`config.mk`:
```
export PLATFORM = sky130hd
export DESIGN_NAME = if_fetch
export DESIGN_NICKNAME = d
export VERILOG_FILES = /design/src/rtl/if_fetch.sv
export SDC_FILE = /design/constraint.sdc
export NUM_CORES = 1
export LEC_CHECK = 0
export BUFFER_PORTS_ARGS = -buffer_cell sky130_fd_sc_hd__buf_2
export CORE_MARGIN = 1
export CORE_UTILIZATION = 61
export DETAILED_ROUTE_END_ITERATION = 6
export PLACE_DENSITY = 0.85
export SLEW_MARGIN = 0
export SYNTH_ARGS = -nofsm -noshare
export SYNTH_HDL_FRONTEND = slang
export SYNTH_SLANG_ARGS = --single-unit
```
`constraint.sdc`:
```
create_clock -name clk -period 5.6 [get_ports clk]
set_input_delay 0.84 -clock clk [delete_from_list [all_inputs] [get_ports clk]]
set_output_delay 0.84 -clock clk [all_outputs]
set_load 0.05 [all_outputs]
```
`src/rtl/if_fetch.sv`:
```
// rtl/if_fetch.sv - instruction fetch stage: PC generation, one-outstanding imem fetch, 2-entry buffer to IF/ID
module if_fetch #(
  parameter logic [31:0] RESET_PC = 32'h0000_0000,
  parameter int          ADDR_W   = 32,
  parameter int          INST_W   = 32
) (
  input  logic              clk,
  input  logic              rst,
  input  logic              stall_i,
  input  logic              branch_flag_i,
  input  logic [ADDR_W-1:0] branch_target_i,
  output logic              imem_req_o,
  output logic [ADDR_W-1:0] imem_addr_o,
  input  logic              imem_gnt_i,
  input  logic              imem_rvalid_i,
  input  logic [INST_W-1:0] imem_rdata_i,
  output logic [ADDR_W-1:0] if_pc,
  output logic [INST_W-1:0] if_inst,
  output logic              ifid_wd
);

  typedef enum logic [1:0] {IDLE, REQ, WAIT} state_t;

  state_t              state, state_next;
  logic [ADDR_W-1:0]   pc;
  logic [ADDR_W-1:0]   issued_pc;
  logic [ADDR_W-1:0]   pend_pc;
  logic                pend_vld;
  logic                outstanding;
  logic                drop;
  logic [ADDR_W-1:0]   fifo_pc   [2];
  logic [INST_W-1:0]   fifo_inst [2];
  logic                rd_ptr, wr_ptr;
  logic [1:0]          count, count_next;

  logic [ADDR_W-1:0]   br_pc;
  logic                granted, resp, push, pop;
  logic                unused_tgt_lo;

  assign br_pc         = {branch_target_i[ADDR_W-1:2], 2'b00};
  assign unused_tgt_lo = ^branch_target_i[1:0];
  assign granted       = (state == REQ) && imem_gnt_i;
  // A response only counts when we are actually waiting for one.
  assign resp          = imem_rvalid_i && outstanding;
  assign push          = resp && !drop && !branch_flag_i;
  assign ifid_wd       = (count != 2'd0) && !branch_flag_i;
  assign pop           = ifid_wd && !stall_i;

  assign imem_req_o  = (state == REQ);
  assign imem_addr_o = pc;
  assign if_pc       = (count != 2'd0) ? fifo_pc[rd_ptr]   : '0;
  assign if_inst     = (count != 2'd0) ? fifo_inst[rd_ptr] : '0;

  always_comb begin
    count_next = count;
    if (branch_flag_i)
      count_next = 2'd0;
    else
      count_next = count + {1'b0, push} - {1'b0, pop};
  end

  always_comb begin
    state_next = state;
    case (state)
      IDLE: if ((count + {1'b0, outstanding}) < 2'd2) state_next = REQ;
      REQ:  if (imem_gnt_i) state_next = WAIT;
      WAIT: if (resp) state_next = (count_next < 2'd2) ? REQ : IDLE;
      default: state_next = IDLE;
    endcase
  end

  always_ff @(posedge clk or negedge rst) begin
    if (!rst) begin
      state <= IDLE;
      count <= 2'd0;
    end else begin
      state <= state_next;
      count <= count_next;
    end
  end

  always_ff @(posedge clk or negedge rst) begin
    if (!rst) begin
      rd_ptr       <= 1'b0;
      wr_ptr       <= 1'b0;
      fifo_pc[0]   <= '0;
      fifo_pc[1]   <= '0;
      fifo_inst[0] <= '0;
      fifo_inst[1] <= '0;
    end else if (branch_flag_i) begin
      rd_ptr <= 1'b0;
      wr_ptr <= 1'b0;
    end else begin
      if (push) begin
        fifo_pc[wr_ptr]   <= issued_pc;
        fifo_inst[wr_ptr] <= imem_rdata_i;
        wr_ptr            <= ~wr_ptr;
      end
      if (pop)
        rd_ptr <= ~rd_ptr;
    end
  end

  // A redirect seen while a request is still waiting for gnt is parked in
  // pend_pc so the presented address stays stable until the grant.
  always_ff @(posedge clk or negedge rst) begin
    if (!rst) begin
      pc          <= RESET_PC[ADDR_W-1:0];
      issued_pc   <= RESET_PC[ADDR_W-1:0];
      pend_pc     <= '0;
      pend_vld    <= 1'b0;
      outstanding <= 1'b0;
      drop        <= 1'b0;
    end else begin
      if (granted) begin
        issued_pc <= pc;
        pend_vld  <= 1'b0;
        if (branch_flag_i)
          pc <= br_pc;
        else if (pend_vld)
          pc <= pend_pc;
        else
          pc <= pc + ADDR_W'(4);
      end else if (branch_flag_i) begin
        if (state == REQ) begin
          pend_vld <= 1'b1;
          pend_pc  <= br_pc;
        end else begin
          pc <= br_pc;
        end
      end

      if (granted)
        outstanding <= 1'b1;
      else if (resp)
        outstanding <= 1'b0;

      if (branch_flag_i && ((state == REQ) || (outstanding && !resp)))
        drop <= 1'b1;
      else if (resp)
        drop <= 1'b0;
    end
  end

endmodule

```
Word level (Yosys, flattened, before mapping)
Cells that the tools add are included.

Bits in registers: 231. Output and inout bits: 98. Word-level logic and storage cells: 95.

Add/subtract/negate cells: 4. Order comparisons: 5. Eq/ne operators: 6. Mux-type cells: 33. Bitwise gates (word level): 6. Reductions and logical operators: 27.

Operator list (count): 2-to-1 mux 32 bit (14); bitwise mux 64 bit (2); adder 32 x 3 -> 32 bit, second input constant (1); demux 32 bit (select 1 bit) (1); nonzero test 2 bit (7); 2-to-1 mux 1 bit (11); logical AND 1 bit (9); 2-to-1 mux 2 bit (4); case mux 2 bit (3 select lines) (1); AND reduction 2 bit (3); AND reduction 3 bit (2); adder 2 x 1 -> 2 bit (2); greater-or-equal comparator 2 bit, second input constant (2); logical NOT 1 bit (4); less-than comparator 2 bit, second input constant (2); inequality test 2 x 1 -> 1 bit, second input constant (2); inequality test 2 bit, second input constant (2); NOT 1 bit (4); NOT 1 -> 2 bit (2); == test 2 x 1 -> 1 bit, second input constant (1); == test 2 bit, second input constant (1); logical NOT 2 bit (1); less-than comparator 2 x 1 -> 1 bit, second input constant (1); subtractor 2 x 1 -> 2 bit (1); logical OR 1 bit (1).

Logic depth before layout (Yosys ltp)
Depth in word-level cells: 10. Depth in mapped cells: 10.

Worst setup path before layout
Ideal clock, no wire load.

Path type: input -> register. Start: input port branch_flag_i. End: register state[0]. Library setup time: 116 ps. Data arrival time: 2669 ps. Data required time: 5484 ps. Path slack: 2816 ps. Stages: 10. Path buffers: 2. Cell sequence: clkbuf_1 clkbuf_1 nor3_1 ha_1 inv_1 ha_1 xnor2_1 nor2_1 or4b_1 o311ai_0.

Word-level cells in the longest chain between the ends: 9.

RTL lines: start: declaration (RTL line 10) `input logic branch_flag_i,`; logical NOT 1 bit (RTL line 45, 46); logical AND 1 bit (on tied branches) (RTL line 45, 46); adder 2 x 1 -> 2 bit / logical AND 1 bit (equally long branches) (RTL line 59, 47); subtractor 2 x 1 -> 2 bit (RTL line 59) `count_next = count + {1'b0, push} - {1'b0, pop};`; 2-to-1 mux 2 bit (*) (RTL line 56) `if (branch_flag_i)`; via count_next[1] (RTL line 34) `logic [1:0] count, count_next;`; less-than comparator 2 bit (*) (RTL line 67) `WAIT: if (resp) state_next = (count_next < 2'd2) ? REQ : IDLE;`; 2-to-1 mux 1 bit (*) (RTL line 67); 2-to-1 mux 2 bit (*) (RTL line 67); case mux 2 bit (3 select lines) (*) (RTL line 64) `case (state)`; end signal: assignment (RTL line 77) `state <= state_next;`; end: declaration (RTL line 24) `state_t state, state_next;`.

Mark *: on every way through the listed nets, which the timed path passes. The rest lies on a longest branch. The select of a mux whose other input is x is not followed. A chain may end at the register's enable or synchronous reset.

Worst setup path in the final report
Start: register rd_ptr. End: output port if_pc[17].

Word-level cells in the longest chain between the ends: 5.

RTL lines: start: declaration (RTL line 33) `logic rd_ptr, wr_ptr;`; start signal: assignment (RTL line 100) `rd_ptr <= ~rd_ptr;`; NOT 1 -> 2 bit (implied by the code) (RTL line 51) `assign if_pc = (count != 2'd0) ? fifo_pc[rd_ptr] : '0;`; 2-to-1 mux 32 bit (implied by the code) (3 in a row) (RTL line 51); 2-to-1 mux 32 bit (RTL line 51); end: declaration (RTL line 17) `output logic [ADDR_W-1:0] if_pc,`.

No other way between the ends. The select of a mux whose other input is x is not followed.

==> results.tsv <==
stage	metric	value	unit
routing	routed_via_density	5.936	
clock_tree	cts_root_buf	clkbuf_16	
synth	async_reset_ff_frac	1.000	
setup_path	rrSetupSlack	2.84	ns
global_routing	grt_pass1_wl	39.08	mm
placed_design	io_buffers	161	
placed_design	dp_hpwl	14.95	mm
setup_path	crit_family	flip-flops	
clock_tree	cts-resized-gates	0	
timing	fin_tns_setup	0	ns
setup_path	path_cells	mux2i_1 > nor2_1 > buf_2	
global_routing	grt_pass1_vias	7657	
worst_hold_path	hold_class	input pin to async pin	
synth	synth_seq_area_share	0.5335	
final_layout	drive_above_1_share	0.3488	
final_layout	fillers	1139	
setup_path	worstSetupPathType	register to output pin	
routing	drt-pass1-iter-count	5	
floorplan	dieArea	0.01768	sq mm
floorplan	coreArea	0.01664	sq mm
synth	synth.avg_cell_area	11.57	sq um
synth	synth_area_leader_cell	dfrtp_1	
final_layout	nets	1114	
synth	syn_inst	904	
timing	slew_violations	0	
timing	max_freq	307.2	MHz
routing	wire_per_inst	18.67	microns
pwr	power_frac_seq	0.429	
clock_tree	cts.sinks	223	
pwr	power_density	533.6	mW/mm^2
routing	wirelength	23.80	mm
pwr	p_comb_frac	0.337	
synth	ys_top_cells_by_area	dfrtp_1 53%, mux2_2 15%, mux2i_1 6.2%, nand2_1 3.8%, nor2_1 3.2%	
synth	yosysWarningCount	0	
clock_tree	clockBufferDepth	3	
routing	drc_errors	0	
setup_path	crit_buf_inv	1	
timing	hold_violations	0	
setup_path	cp_max_fo	64	
pwr	p_clk_frac	0.234	
timing	rsz0062_at_grt	false	
timing	slew_headroom	0.2351	
global_routing	track_usage	0.2766	
synth	synthTopCellsByCount	223 x dfrtp_1, 138 x mux2_2, 105 x nand2_1	
setup_path	max_stage_delay	1.20	ns
floorplan	row_count	47	
placed_design	place.gp.congestion	0.8396	
floorplan	start_util	0.6285	
synth	yosysMostFrequentCell	dfrtp_1	
setup_path	crit-reg2reg-launch	outstanding$_DFFE_PN0P_	
routing	ant_nets	0	
synth	synthDistinctLibCells	60	
setup_path	r2r_cells	6	
clock_tree	clk_pin_slew_worst_paths	0.06	ns
timing	timing.clock.skew	0.008136	ns
pwr	internal_power	3.945	mW
setup_path	start_kind	register	
clock_tree	cts_buffers	24	
job	cap_violations	0	
synth	syn_area	0.01046	sq mm
clock_tree	h-tree-depth	1	
pwr	p_sw	2.516	mW
clock_tree	cts_setup_buffers	0	
synth	synth_top_area_frac	0.5335	
pwr	swShare	0.3894	
floorplan	die_h	133.0	microns
timing	hold_slack	0.4559	ns
setup_path	crit_slowest_cell	dfrtp_4	
final_layout	diodes	0	
setup_path	rr_endpoint	fifo_inst[48]$_DFFE_PN0P_	
clock_tree	cts_hold_buf	0	
setup_path	critPathArrivalTime	2.42	ns
global_routing	overflow	0	
clock_tree	cts_tree	built	
timing	setup_viol	0	
floorplan	pin_count	168	
final_layout	area_growth	15.77	%
setup_path	cp.required	4.76	ns
synth	ys.flop_type	dfrtp_1	
clock_tree	clock_latency	0.51	ns
synth	ys_ff_latch	223	
setup_path	cp-end-kind	output pin	
global_routing	grt_max_degree	148	
synth	synth_edf_count	0	
timing	period_minus_slack	3.255	ns
floorplan	die_x	133.0	microns
timing	finalCritPeriodShare	0.5813	
pwr	vdd_drop_max	0.3994	mV
pwr	cellLeakagePower	5.719	nW
timing	worst_pin_slew	1.147	ns
global_routing	antenna_found_initial	0	
routing	drtIter0Drc	498	
status	status	completed	
routing	dr_total_vias	7569	
## placed cells by master, fill, tap and decap left out, types with 3 or more instances in the layout
master / netlist / final
a211oi_1: 5 / 5
a21oi_1: 16 / 16
a221oi_1: 5 / 5
a22oi_1: 3 / 3
a31oi_1: 6 / 6
and3_1: 12 / 12
and4_1: 4 / 4
buf_2: 23 / 160
buf_4: 11 / 8
clkbuf_1: 19 / 3
clkbuf_16: 0 / 25
clkbuf_8: 0 / 6
clkinv_2: 0 / 5
conb_1: 1 / 4
dfrtp_1: 223 / 222
ha_1: 3 / 3
inv_1: 6 / 6
mux2_1: 20 / 20
mux2_2: 138 / 138
mux2i_1: 65 / 65
nand2_1: 105 / 105
nand3_1: 11 / 10
nand4_1: 9 / 9
nor2_1: 90 / 88
nor3_1: 10 / 10
nor4_2: 4 / 4
o211ai_1: 3 / 3
o21ai_0: 19 / 19
o21ai_1: 8 / 8
o22a_1: 4 / 4
o22ai_1: 13 / 13
xnor2_1: 14 / 14
xor2_1: 6 / 6
## sequential cells by signal (all words and copies together), names as in the netlist
signal	count
fifo_inst	64
issued_pc	30
count	2
drop	1
imem_addr_o	30
rd_ptr	1
fifo_pc	60
pend_vld	1
state	2
pend_pc	30
outstanding	1
wr_ptr	1
## power groups by stage
| stage | Sequential, mW | Clock, mW | Combinational [mW] |
|---|---|---|---|
| after floorplan | 2.95 | 0 | 1.38 |
| after global placement | 2.74 | 0 | 2.07 |
| after detailed placement | 2.78 | 0 | 2.15 |
| after CTS | 2.76 | 1.53 | 2.18 |
| after global routing | 2.86 | 1.60 | 2.35 |
| final | 2.77 | 1.51 | 2.17 |
## final cells by class
cell class / count / area, sq um / area share
timing repair buffer: 169 / 875.8 / 0.07233
clock inverter: 6 / 36.28 / 0.002996
multi-input combinational: 616 / 4592 / 0.3792
inverter: 7 / 26.28 / 0.002170
clock buffer: 34 / 719.4 / 0.05941
sequential: 223 / 5584 / 0.4611
tap: 220 / 275.3 / 0.02273
## how the worst max path moves through the flow
stage	start	to	slack, ns	depth (start not counted)
after floorplan	branch_flag_i	state[0]$_DFFE_PN0P_	2.82	10
after global placement	branch_flag_i	fifo_inst[50]$_DFFE_PN0P_	2.21	6
after detailed placement	branch_flag_i	fifo_inst[48]$_DFFE_PN0P_	2.18	6
after CTS	rd_ptr$_DFFE_PN0P_	if_pc[17]	2.32	3
after global routing	rd_ptr$_DFFE_PN0P_	if_pc[24]	2.26	3
final	rd_ptr$_DFFE_PN0P_	if_pc[17]	2.34	3
## per-stage QoR
stage	setup WS, ns	instance area [sq um]	utilization	instances	power, mW
2_1_floorplan	2.816	10470	-	907	4.329
3_3_place_gp	2.209	11350	0.6822	1235	4.811
3_5_place_dp	2.182	11350	0.6822	1235	4.934
4_1_cts	2.319	12110	0.7276	1275	6.476
5_1_grt	2.259	12110	0.7276	1275	6.807
6_report	2.345	12110	0.7276	1275	6.461
## cells by family after synthesis
family | Yosys count | synth area share
compound gates | 96 | 0.05873
buf+inv | 68 | 0.03182
mux | 223 | 0.2323
fa+ha+maj | 3 | 0.003589
other cells | 1 | 0.0003585
xor+xnor | 20 | 0.01675
simple gates | 270 | 0.1230
flops | 223 | 0.5335
## metal layers
| metal | share of wire | GRT usage | vias to the layer above | wire length, microns |
|---|---|---|---|---|
| li1 | - | - | 3468 | - |
| met1 | 0.42 | 0.3763 | 3746 | 10090 |
| met2 | 0.49 | 0.4596 | 307 | 11660 |
| met3 | 0.066 | 0.04176 | 48 | 1566 |
| met4 | 0.021 | 0.08557 | 0 | 493 |
| met5 | 0 | 0 | - | 0 |
Note: power is estimated with default switching activity, not from simulation.
